## src/rtl/multiplier_control_taint_track_bit.sv

```systemverilog
// Controller for a shift-add multiplier that tracks one sticky taint bit
// alongside its state. Each control output has a companion *_t output.
// Latency is 2 + 2*WIDTH + popcount(multiplierReg) cycles from the start
// edge to productDone. start is ignored while busy.
//
// Ports:
//   clk, rst                        - clock and asynchronous active-high reset
//   start, start_t                  - multiply request and its taint
//   multiplierReg, multiplierReg_t  - multiplier value and per-bit taint
//   mdld, mrld, rsclear             - multiplicand load, multiplier load, result clear
//   rsload, rsshr                   - result add-load, result shift-right
//   productDone, busy               - completion pulse, in-operation flag
//   <output>_t                      - taint of each output (equal to state_t)
//
// Build option: define MULT_CTRL_EARLY_EXIT_EN to finish as soon as no set
// multiplier bits remain above the current bit.

module multiplier_control_taint_track_bit #(
    parameter int WIDTH = 8
) (
    input  logic             clk,
    input  logic             rst,
    input  logic             start,
    input  logic             start_t,
    input  logic [WIDTH-1:0] multiplierReg,
    input  logic [WIDTH-1:0] multiplierReg_t,
    output logic             mdld,
    output logic             mdld_t,
    output logic             mrld,
    output logic             mrld_t,
    output logic             rsclear,
    output logic             rsclear_t,
    output logic             rsload,
    output logic             rsload_t,
    output logic             rsshr,
    output logic             rsshr_t,
    output logic             productDone,
    output logic             productDone_t,
    output logic             busy,
    output logic             busy_t
);

    localparam int CW = $clog2(WIDTH);
    localparam logic [CW-1:0] LAST_BIT = CW'(WIDTH - 1);

    typedef enum logic [2:0] {
        IDLE,
        INIT,
        TEST,
        ADD,
        SHIFT,
        DONE
    } state_e;

    state_e        state;
    state_e        next_state;
    logic          state_t;
    logic          next_state_t;
    logic [CW-1:0] bitCounter;
    logic          bitCounter_t;
    logic          cnt_clr;
    logic          cnt_inc;

`ifdef MULT_CTRL_EARLY_EXIT_EN
    // Bits strictly above the current one; a shift by WIDTH yields zero,
    // so the last bit naturally reports "nothing left".
    logic [CW:0] upper_shamt;
    logic        upper_zero;
    logic        upper_t;

    assign upper_shamt = {1'b0, bitCounter} + 1'b1;
    assign upper_zero  = ((multiplierReg >> upper_shamt) == '0);
    assign upper_t     = |(multiplierReg_t >> upper_shamt);
`endif

    always_ff @(posedge clk or posedge rst) begin
        if (rst) begin
            state        <= IDLE;
            state_t      <= 1'b0;
            bitCounter   <= '0;
            bitCounter_t <= 1'b0;
        end else begin
            state   <= next_state;
            state_t <= next_state_t;
            // The counter's taint records the control taint at the moment it
            // was written, since that is what decided its new value.
            if (cnt_clr) begin
                bitCounter   <= '0;
                bitCounter_t <= state_t;
            end else if (cnt_inc) begin
                bitCounter   <= bitCounter + 1'b1;
                bitCounter_t <= state_t;
            end
        end
    end

    always_comb begin
        next_state   = state;
        next_state_t = state_t;
        cnt_clr      = 1'b0;
        cnt_inc      = 1'b0;
        mdld         = 1'b0;
        mrld         = 1'b0;
        rsclear      = 1'b0;
        rsload       = 1'b0;
        rsshr        = 1'b0;
        productDone  = 1'b0;

        case (state)
            IDLE: begin
                next_state_t = state_t | start_t;
                if (start) begin
                    next_state = INIT;
                end
            end
            INIT: begin
                mdld       = 1'b1;
                mrld       = 1'b1;
                rsclear    = 1'b1;
                cnt_clr    = 1'b1;
                next_state = TEST;
            end
            TEST: begin
                // The branch depends on a multiplier bit selected by the
                // counter, so both of their taints reach the control path.
                next_state_t = state_t | multiplierReg_t[bitCounter] | bitCounter_t;
                if (multiplierReg[bitCounter]) begin
                    next_state = ADD;
                end else begin
                    next_state = SHIFT;
                end
            end
            ADD: begin
                rsload     = 1'b1;
                next_state = SHIFT;
            end
            SHIFT: begin
                rsshr   = 1'b1;
                cnt_inc = 1'b1;
`ifdef MULT_CTRL_EARLY_EXIT_EN
                next_state_t = state_t | upper_t | bitCounter_t;
                if (upper_zero) begin
                    next_state = DONE;
                end else begin
                    next_state = TEST;
                end
`else
                if (bitCounter == LAST_BIT) begin
                    next_state = DONE;
                end else begin
                    next_state = TEST;
                end
`endif
            end
            DONE: begin
                productDone = 1'b1;
                next_state  = IDLE;
            end
            default: begin
                next_state = IDLE;
            end
        endcase
    end

    assign busy = (state != IDLE);

    // Taint is a property of the control state as a whole, so every output
    // carries it whether or not that output is asserted.
    assign mdld_t        = state_t;
    assign mrld_t        = state_t;
    assign rsclear_t     = state_t;
    assign rsload_t      = state_t;
    assign rsshr_t       = state_t;
    assign productDone_t = state_t;
    assign busy_t        = state_t;

endmodule

```

## config.mk

```make
export PLATFORM = sky130hd
export DESIGN_NAME = multiplier_control_taint_track_bit
export DESIGN_NICKNAME = d
export VERILOG_FILES = /design/src/rtl/multiplier_control_taint_track_bit.sv
export SDC_FILE = /design/constraint.sdc
export NUM_CORES = 1
export LEC_CHECK = 0
export ABC_AREA = 1
export CAP_MARGIN = 0
export CORE_MARGIN = 10
export CORE_UTILIZATION = 45
export DETAILED_ROUTE_END_ITERATION = 7
export DONT_BUFFER_PORTS = 1
export PLACE_DENSITY = 0.65
export SYNTH_ARGS = -nofsm -noshare
export SYNTH_HDL_FRONTEND = slang
export SYNTH_SLANG_ARGS = --single-unit
```

## constraint.sdc

```tcl
create_clock -name clk -period 1.3 [get_ports clk]
set_clock_uncertainty 0.2 [all_clocks]
set_input_delay 0.065 -clock clk [delete_from_list [all_inputs] [get_ports clk]]
set_output_delay 0.065 -clock clk [all_outputs]
set_load 0.005 [all_outputs]
```

# Word level (Yosys, flattened, before mapping)
# Cells that the tools add are included.
dict set report word_totals {
  wordCells 37
  reg_bits 8
}
dict set report classes {
  reduce_logical 4
  n_mux 17
  n_addsub 1
  eq_ne 7
  n_lt_le_gt_ge 1
  bitwise_logic 3
}
# op n
set op_table {}
lappend op_table {{$mux W3} 5}
lappend op_table {{$pmux W3 S5} 1}
lappend op_table {{$eq A3 B3 Y1 const B} 3}
lappend op_table {{$mux W1} 8}
lappend op_table {{$bmux W1 S3} 2}
lappend op_table {{$eq A3 B2 Y1 const B} 2}
lappend op_table {{$lt A3 B4 Y1 const B} 1}
lappend op_table {{$reduce_bool A2 Y1} 2}
lappend op_table {{$add A3 B1 Y3 const B} 1}
lappend op_table {{$eq A3 B1 Y1 const B} 1}
lappend op_table {{$logic_not A3 Y1} 1}
lappend op_table {{$or A1 B1 Y1} 3}
lappend op_table {{$reduce_bool A3 Y1} 1}
lappend op_table {{$ne A2 B2 Y1 const B} 1}
lappend op_table {{$pmux W1 S2} 1}

# Logic depth before layout (Yosys ltp)
# Gate-level depths: netlist of run 1.
dict set report logic_depth {
  depth_word 5
  mapped_depth 8
  mapped_depth_nobuf 7
}

# Worst setup path before layout of run 1
# Ideal clock, no wire load.
dict set report synth_path {
  path_kind {reg2reg}
  from {register bitCounter[1]}
  to {register state[0]}
  period_less_slack_ps 1397
  setup_ps 124
  n_path_buf 0
  stages_incl_launch_ff 5
  t_arrival_ps 1073
  path_slack_ps -97
  cell_sequence {dfrtp_1 -> ha_1 -> ha_1 -> o21ai_0 -> a21oi_2}
}
dict set report synth_between {
  elab_chain_len 4
  word_cells_on_any_way 6
  cone_classes {eq/ne: 1; mux: 5}
}
# item line
set synth_lines {}
lappend synth_lines {{from (decl)} 59} ;# logic [CW-1:0] bitCounter;
lappend synth_lines {{from (signal assigned)} 91} ;# bitCounter <= bitCounter + 1'b1;
lappend synth_lines {{$bmux W1 S3} 127} ;# if (multiplierReg[bitCounter]) begin
lappend synth_lines {{$mux W1 (implied by the code)} 127}
lappend synth_lines {{$mux W3} 127}
lappend synth_lines {{$pmux W3 S5 (*)} 109} ;# case (state)
lappend synth_lines {{to (signal assigned)} 83} ;# state <= next_state;
lappend synth_lines {{to (decl)} 55} ;# state_e state;
# Every way passes the cells marked *; elsewhere a longest branch is shown, timed or not. The select of a mux whose other input is x is not followed.
# A chain may end at the register's enable or synchronous reset.

# Final worst setup path of run 1
dict set report layout_path {
  from {register bitCounter[0]}
  to {register state[1]}
}
# Same word-level chain as after synthesis.

==> impl_results.rst, run 1 <==
.. list-table::
   :header-rows: 1

   * - Metric
     - Value
   * - Result of the run
     - finished with violations
   * - Violations in the final reports
     - negative hold slack, negative setup slack
   * - Max-capacitance violation count
     - 0
   * - Fin Setup TNS
     - -488 ps
   * - CP Max Fanout
     - 9
   * - Prevailing post-synth register cell
     - sky130_fd_sc_hd__dfrtp_1
   * - Synth cell count leaders
     - sky130_fd_sc_hd__nand2_1 (25), sky130_fd_sc_hd__inv_1 (17), sky130_fd_sc_hd__nand3_1 (9)
   * - Critical path start-end classification
     - flop to flop
   * - Synthesized area per cell
     - 6.79 um2
   * - DR vias/cell
     - 4.98
   * - Wire length of the first global-routing pass
     - 2990 um
   * - Hold depth
     - 6
   * - Sum of routed wire length over all layers
     - 1910 um
   * - CP Launch Type
     - flop
   * - Top cell family by delay on the critical path
     - flip-flops
   * - Antenna Violating Nets Remaining
     - 0
   * - Synthesis-to-layout area growth
     - 49.2%
   * - Post-layout instance count excluding filler cells
     - 133
   * - CTS tree
     - built
   * - Switching share of total power
     - 45.6%
   * - RSZ-0062 raised after global routing
     - true
   * - Proportion of layout cells with a drive suffix above 1
     - 50.8%
   * - Minimum setup slack among reg-to-reg paths
     - -70 ps
   * - Hold Worst Slack
     - -35.5 ps
   * - Port Buffer Count
     - 0
   * - Antenna violations before repair
     - 0
   * - Path type of the worst min-delay path
     - input port to flop
   * - Effective utilization at floorplan
     - 49.7%
   * - Cell types occupying the most area after synthesis
     - sky130_fd_sc_hd__dfrtp_1 (29%), sky130_fd_sc_hd__nand2_1 (14%), sky130_fd_sc_hd__inv_1 (9.4%)
   * - Detailed-router iteration count before antenna repair
     - 4
   * - Pwr Density
     - 1860 nW/um2
   * - Maximum count of clock buffers along a single path
     - 2
   * - Max VDD drop
     - 1.03 mV
   * - Design Power
     - 1.88 mW
   * - Endpoint of the worst hold-timing path
     - busy_t
   * - Post-CTS clock slew at the launch and capture registers of the worst setup and hold paths
     - 60 ps
   * - Cell row count
     - 13
   * - Max stage delay cell, worst path
     - sky130_fd_sc_hd__dfrtp_2
   * - Start of the worst register-to-register path
     - bitCounter[0]
   * - Top-level port count
     - 34
   * - WP buf/inv
     - 2
   * - Series of cell instances along the critical path
     - buf_12 -> inv_8 -> nand2_4 -> nand3_2 -> nand3_2 -> nand3_2 -> nand3_1
   * - Via count
     - 663
   * - Largest area contributor in the netlist
     - sky130_fd_sc_hd__dfrtp_1
   * - Initial detailed-routing violation count
     - 13
   * - Seq pwr share
     - 23.4%
   * - Area of the die
     - 3460 um2
   * - Sequential cell area fraction in the yosys report
     - 29.5%
   * - # fillers
     - 101
   * - Insertion delay to the later sink of the worst-skew pair
     - 260 ps
   * - Most prevalent standard cell on the critical path
     - sky130_fd_sc_hd__nand3_2
   * - Most frequent cell after synthesis
     - sky130_fd_sc_hd__nand2_1
   * - Die span in x
     - 58.9 um
   * - Post-synthesis cell count
     - 100
   * - Post-place setup slack
     - -64.4 ps
   * - Fin crit period
     - 1370 ps
   * - Worst slew pin tran
     - 320 ps
   * - Max incr delay on CP
     - 440 ps
   * - Share of the synthesized area in the top cell type
     - 29.5%
   * - Worst setup margin
     - -74.3 ps
   * - Core footprint
     - 1370 um2
   * - Relative slew slack
     - 78.6%
   * - Psw
     - 0.860 mW
   * - Routed WL per cell
     - 14.3 um
   * - Hold violation count in the final report
     - 1
   * - Relative contribution of the clock network to total power
     - 10.4%
   * - Worst Setup End Kind
     - flop
   * - Number of slew-limit violations in the final report
     - 0
   * - Comb pwr share
     - 66.3%
   * - F_max
     - 0.728 GHz
   * - Internal portion of total power
     - 1.02 mW
   * - Placed wire-length estimate
     - 1380 um
   * - Share of async-settable or async-resettable flops after synthesis
     - 100%
   * - Die boundary height
     - 58.9 um
   * - Number of CTS-inserted buffers
     - 3
   * - Cell area after technology mapping
     - 679 um2
   * - Root buffer cell
     - sky130_fd_sc_hd__clkbuf_4
   * - Finished layout cell area
     - 1010 um2
   * - Reg2reg path depth
     - 7
   * - Leak Pwr
     - 0.500 nW
   * - Crit path arrival time
     - 1310 ps
   * - Post-layout utilization of the core
     - 74.2%
   * - Final #Nets
     - 142
   * - Fraction of the cycle the final worst path needs
     - 106%
   * - CTS HTree Levels
     - 1
   * - Flops & latches, synth
     - 8
   * - Cell total after placement
     - 115
   * - Weighted congestion reported at the end of routability-driven placement
     - 0.825
   * - Final setup violation count
     - 9
   * - Number of warnings printed during yosys synthesis
     - 0
   * - CTS Sinks
     - 8
   * - # diodes
     - 0
   * - Hold Path Origin
     - multiplierReg_t[7]
   * - Gr ovfl total
     - 0
   * - Unique cell type count in the Yosys netlist
     - 18
   * - Post-synth EDFFs
     - 0
   * - Overall Global Routing Usage
     - 11.0%
   * - Worst Path Required
     - 1240 ps
   * - Residual DRC
     - 0
   * - Number of global-route vias before repair
     - 728
   * - Syn Nets
     - 122
   * - End of the worst register-to-register path
     - state[1]
   * - Maximum number of pins on one net before global-route repair
     - 11
   * - Area after DPL
     - 726 um2
tightest hold or removal path, cell delays in order:
cell and delay [ps]:
sky130_fd_sc_hd__nand2_2 30, sky130_fd_sc_hd__nand3_2 50, sky130_fd_sc_hd__nand3_2 50, sky130_fd_sc_hd__nand2_2 80, sky130_fd_sc_hd__o21ai_2 60, sky130_fd_sc_hd__nand2_1 50
sequential cells by signal, summed over array words and instances, names as in the netlist:
name,flops
state,3
bitCounter,3
bitCounter_t,1
busy_t,1
repair_timing:
action,4_1_cts,5_1_grt
cloned,0,1
hold buffers,10,0
setup endpoints to repair,11,13
resized for setup,13,23
pin swaps,1,11
setup buffers,3,1
endpoints found under the hold margin,10,0
logic make-up after synthesis:
kind of cell / count (synthesis) / share of synthesized area [%]
buffers and inverters: 28 / 21.7
AO/OA/AOI/OAI: 7 / 5.71
flip-flops: 8 / 29.5
AND/OR/NAND/NOR: 55 / 39.4
adder cells (fa/ha/maj): 2 / 3.68
worst max-delay path by stage:
stage / start / to / slack [ps] / cells after the start
4_1_cts: state[2] / rsclear / -60 / 4
3_3_place_gp: bitCounter[0] / state[1] / -30 / 7
3_5_place_dp: bitCounter[0] / state[1] / -60 / 7
5_1_grt: bitCounter[0] / busy_t / -150 / 8
2_1_floorplan: bitCounter[1] / state[1] / -8 / 4
6_report: bitCounter[0] / state[1] / -70 / 7
layout make-up:
type	count	area (um2)	share of cell area [%]
multi-input cells	64	443	43.7
repair buffers	24	246	24.3
flip-flops and latches	8	201	19.9
inverters	19	81.3	8.02
clock buffers	3	22.5	2.22
well taps	15	18.8	1.85
metal layers:
layer,global-route usage [%],up-vias,share of wire [%]
met5,0,-,0
met4,4.92,0,1.0
met3,4.51,2,6.5
met2,20.0,28,54
met1,10.5,297,38
li1,-,336,-
layout by cell type, fill, tap and decap left out:
master and instances:
sky130_fd_sc_hd__a21oi_2 1, sky130_fd_sc_hd__o21ai_2 2, sky130_fd_sc_hd__nand2_1 15, sky130_fd_sc_hd__buf_6 3, sky130_fd_sc_hd__nor3_2 1, sky130_fd_sc_hd__o21ai_0 1, sky130_fd_sc_hd__ha_2 1, sky130_fd_sc_hd__inv_8 1
sky130_fd_sc_hd__o21ai_1 3, sky130_fd_sc_hd__buf_4 9, sky130_fd_sc_hd__nand2_2 13, sky130_fd_sc_hd__nand3b_1 1, sky130_fd_sc_hd__ha_4 1, sky130_fd_sc_hd__nor2_1 5, sky130_fd_sc_hd__dlygate4sd3_1 10, sky130_fd_sc_hd__inv_4 1
sky130_fd_sc_hd__nand2_4 1, sky130_fd_sc_hd__nor3_4 1, sky130_fd_sc_hd__or2_1 1, sky130_fd_sc_hd__dfrtp_2 1, sky130_fd_sc_hd__clkbuf_4 3, sky130_fd_sc_hd__buf_12 1, sky130_fd_sc_hd__nand3_2 12, sky130_fd_sc_hd__inv_1 13
sky130_fd_sc_hd__dfrtp_1 7, sky130_fd_sc_hd__nand3_1 2, sky130_fd_sc_hd__inv_2 4, sky130_fd_sc_hd__nor2_2 3, sky130_fd_sc_hd__clkbuf_16 1
power by group through the flow:
| stage | Clock (mW) | Combinational, mW | Sequential [mW] |
|---|---|---|---|
| 2_1_floorplan | 0 | 0.645 | 0.413 |
| 3_3_place_gp | 0 | 0.905 | 0.415 |
| 3_5_place_dp | 0 | 0.912 | 0.422 |
| 4_1_cts | 0.196 | 1.04 | 0.426 |
| 5_1_grt | 0.219 | 1.37 | 0.450 |
| 6_report | 0.196 | 1.25 | 0.440 |
Power figures use the tool's default switching activity.
==> inputs of run 2 (changes only) <==
==> constraint.sdc (replaced) <==
create_clock -name clk -period 1.3 [get_ports clk]
set_clock_uncertainty 0.2 [all_clocks]
set_input_delay 0.065 -clock clk [delete_from_list [all_inputs] [get_ports clk]]
set_output_delay 0.065 -clock clk [all_outputs]
set_load 0.05 [all_outputs]
==> run 2 against run 1 <==
Compared with the run above: the flow still finishes with violations (negative hold slack, negative setup slack); first-iteration DRC count increased by 15%; cell count up 4.5%; critical path depth is 3 lower; non-clock buffer count grew 5; clock power up 7%; routed wire length is 8.9% higher; critical path type is now flop to output port; worst hold slack improved by 19 ps; flip-flop and latch count is the same; core utilization rose by 11 points.
==> impl_results.rst, run 2 (synthesis results as in run 1) <==
.. list-table::
   :header-rows: 1

   * - Metric
     - Value
   * - Hold Path Origin
     - multiplierReg_t[7] (unchanged)
   * - Antenna Violating Nets Remaining
     - 0 (unchanged)
   * - Number of CTS-inserted buffers
     - 3 (unchanged)
   * - Design Power
     - 2.55 mW (was 1.88 mW)
   * - Path type of the worst min-delay path
     - input port to flop (unchanged)
   * - Residual DRC
     - 0 (unchanged)
   * - Comb pwr share
     - 74.4% (was 66.3%)
   * - Antenna violations before repair
     - 0 (unchanged)
   * - Worst slew pin tran
     - 331 ps (was 320 ps)
   * - Minimum setup slack among reg-to-reg paths
     - -120 ps (was -70 ps)
   * - Relative slew slack
     - 77.9% (was 78.6%)
   * - Max VDD drop
     - 1.16 mV (was 1.03 mV)
   * - Die boundary height
     - 58.9 um (unchanged)
   * - Registers with the highest flip-flop counts
     - bitCounter x3, state x3 (unchanged)
   * - F_max
     - 0.680 GHz (was 0.728 GHz)
   * - Worst Path Required
     - 1030 ps (was 1240 ps)
   * - Weighted congestion reported at the end of routability-driven placement
     - 0.824 (was 0.825)
   * - Final #Nets
     - 147 (was 142)
   * - Wire length of the first global-routing pass
     - 3040 um (was 2990 um)
   * - CP Launch Type
     - flop (unchanged)
   * - Most prevalent standard cell on the critical path
     - sky130_fd_sc_hd__buf_6 (was sky130_fd_sc_hd__nand3_2)
   * - Fin Setup TNS
     - -1640 ps (was -488 ps)
   * - Area of the multi-input gates
     - 484 um2 (was 443 um2)
   * - Detailed-router iteration count before antenna repair
     - 4 (unchanged)
   * - Cell total after placement
     - 120 (was 115)
   * - Start of the worst register-to-register path
     - bitCounter[0] (unchanged)
   * - Final setup violation count
     - 22 (was 9)
   * - Result of the run
     - finished with violations (unchanged)
   * - Effective utilization at floorplan
     - 49.7% (unchanged)
   * - Max-capacitance violation count
     - 0 (unchanged)
   * - Leading cell types in the layout, fill and taps excluded
     - sky130_fd_sc_hd__nand2_1 (15), sky130_fd_sc_hd__inv_1 (13), sky130_fd_sc_hd__nand3_2 (13) (was sky130_fd_sc_hd__nand2_1 (15), sky130_fd_sc_hd__inv_1 (13), sky130_fd_sc_hd__nand2_2 (13))
   * - Max stage delay cell, worst path
     - sky130_fd_sc_hd__dfrtp_1 (was sky130_fd_sc_hd__dfrtp_2)
   * - CTS tree
     - built (unchanged)
   * - # fillers
     - 81 (was 101)
   * - Synthesis-to-layout area growth
     - 70.7% (was 49.2%)
   * - Overall Global Routing Usage
     - 11.0% (about the same)
   * - End of the worst register-to-register path
     - busy_t (was state[1])
   * - Worst setup margin
     - -170 ps (was -74.3 ps)
   * - Relative contribution of the clock network to total power
     - 8.2% (was 10.4%)
   * - DR vias/cell
     - 5.23 (was 4.98)
   * - Crit path arrival time
     - 1200 ps (was 1310 ps)
   * - Max incr delay on CP
     - 390 ps (was 440 ps)
   * - Insertion delay to the later sink of the worst-skew pair
     - 260 ps (about the same)
   * - Number of global-route vias before repair
     - 700 (was 728)
   * - WP buf/inv
     - 3 (was 2)
   * - CTS Sinks
     - 8 (unchanged)
   * - Cell row count
     - 13 (unchanged)
   * - Top cell family by delay on the critical path
     - flip-flops (unchanged)
   * - Port Buffer Count
     - 0 (unchanged)
   * - Root buffer cell
     - sky130_fd_sc_hd__clkbuf_4 (unchanged)
   * - Hold depth
     - 6 (unchanged)
   * - Top-level port count
     - 34 (unchanged)
   * - Number of slew-limit violations in the final report
     - 0 (unchanged)
   * - Launch point of the critical path
     - state[0] (was bitCounter[0])
   * - Post-place setup slack
     - -69.6 ps (was -64.4 ps)
   * - Worst Setup End Kind
     - output port (was flop)
   * - CTS HTree Levels
     - 1 (unchanged)
   * - Post-CTS clock slew at the launch and capture registers of the worst setup and hold paths
     - 60 ps (about the same)
   * - Routed WL per cell
     - 14.9 um (was 14.3 um)
   * - Most common library cell in the layout ignoring fill and taps
     - sky130_fd_sc_hd__nand2_1 (unchanged)
   * - Via count
     - 727 (was 663)
   * - Die span in x
     - 58.9 um (unchanged)
   * - CP Max Fanout
     - 3 (was 9)
   * - Endpoint of the worst hold-timing path
     - busy_t (unchanged)
   * - Maximum number of pins on one net before global-route repair
     - 11 (unchanged)
   * - Proportion of layout cells with a drive suffix above 1
     - 57.3% (was 50.8%)
   * - Core footprint
     - 1370 um2 (unchanged)
   * - Switching share of total power
     - 50.4% (was 45.6%)
   * - Critical path start-end classification
     - flop to output port (was flop to flop)
   * - Seq pwr share
     - 17.3% (was 23.4%)
   * - Internal portion of total power
     - 1.26 mW (was 1.02 mW)
   * - RSZ-0062 raised after global routing
     - true (unchanged)
   * - Violations in the final reports
     - negative hold slack, negative setup slack (unchanged)
   * - Leak Pwr
     - 0.565 nW (was 0.500 nW)
   * - Hold violation count in the final report
     - 1 (unchanged)
   * - Hold Worst Slack
     - -16.1 ps (was -35.5 ps)
   * - # diodes
     - 0 (unchanged)
   * - Combined flip-flop and latch cell area
     - 206 um2 (was 201 um2)
   * - Gr ovfl total
     - 0 (unchanged)
   * - Series of cell instances along the critical path
     - buf_6 -> inv_6 -> nor3_4 -> buf_6 (was buf_12 -> inv_8 -> nand2_4 -> nand3_2 -> nand3_2 -> nand3_2 -> nand3_1)
   * - Fraction of the cycle the final worst path needs
     - 113% (was 106%)
   * - Pwr Density
     - 2190 nW/um2 (was 1860 nW/um2)
   * - Initial detailed-routing violation count
     - 15 (was 13)
   * - Psw
     - 1.28 mW (was 0.860 mW)
   * - Sum of routed wire length over all layers
     - 2080 um (was 1910 um)
   * - Placed wire-length estimate
     - 1310 um (was 1380 um)
   * - Fin crit period
     - 1470 ps (was 1370 ps)
   * - Area of the die
     - 3460 um2 (unchanged)
   * - Maximum count of clock buffers along a single path
     - 2 (unchanged)
   * - Post-layout instance count excluding filler cells
     - 139 (was 133)
   * - Reg2reg path depth
     - 8 (was 7)
==> run 2: cell type report <==
cell class              count  area share, %
inverters                  19           8.52
clock buffers               4           2.27
flip-flops and latches      8           17.8
well taps                  15           1.62
multi-input cells          64           41.7
repair buffers             29           28.0
==> run 2: layer usage <==
| metal | global-route usage (%) | vias up | wire length, um |
|---|---|---|---|
| met4 | 6.89 | 0 | 71 |
| met5 | 0 | - | 0 |
| met1 | 11.8 | 337 | 742 |
| met3 | 3.65 | 8 | 176 |
| met2 | 18.0 | 31 | 1090 |
| li1 | - | 351 | - |
==> run 2: repair_timing <==
action	in CTS	in global routing
resized for setup	16	30
endpoints found under the setup margin	19	22
hold buffers	6	0
hold endpoints to repair	11	0
gates cloned	0	1
pin swaps	2	11
setup buffers	6	2
==> run 2: metrics by stage <==
| step | util [%] | instance area (um2) | hold slack, ps |
|---|---|---|---|
| after global routing | 84.9 | 1160 | 21.5 |
| after detailed placement | 60.0 | 820 | -279 |
| after global placement | 60.0 | 820 | -281 |
| after floorplan | - | 741 | -319 |
| after CTS | 73.9 | 1010 | 2.92 |
| final | 84.9 | 1160 | -16.1 |
==> run 2: how the worst max path moves through the flow <==
stage | end | cells after the start
2_1_floorplan | productDone | 2
3_3_place_gp | busy_t | 8
3_5_place_dp | state[0] | 4
6_report | rsload | 4
4_1_cts | mrld | 4
5_1_grt | rsshr | 4
==> run 2: power groups by stage <==
stage	clock [mW]	sequential (mW)	combinational (mW)
global route	0.230	0.451	2.04
floorplan	0	0.424	1.04
finish	0.210	0.441	1.90
CTS	0.216	0.417	1.63
detailed placement	0	0.417	1.38
global placement	0	0.413	1.37
==> run 2: worst register-to-register path: cells and delay by family (launching register included) <==
kind | cells | cell delay (ps)
AO/OA/AOI/OAI | 1 | 130
buffers and inverters | 2 | 210
flip-flops | 1 | 420
AND/OR/NAND/NOR | 5 | 350
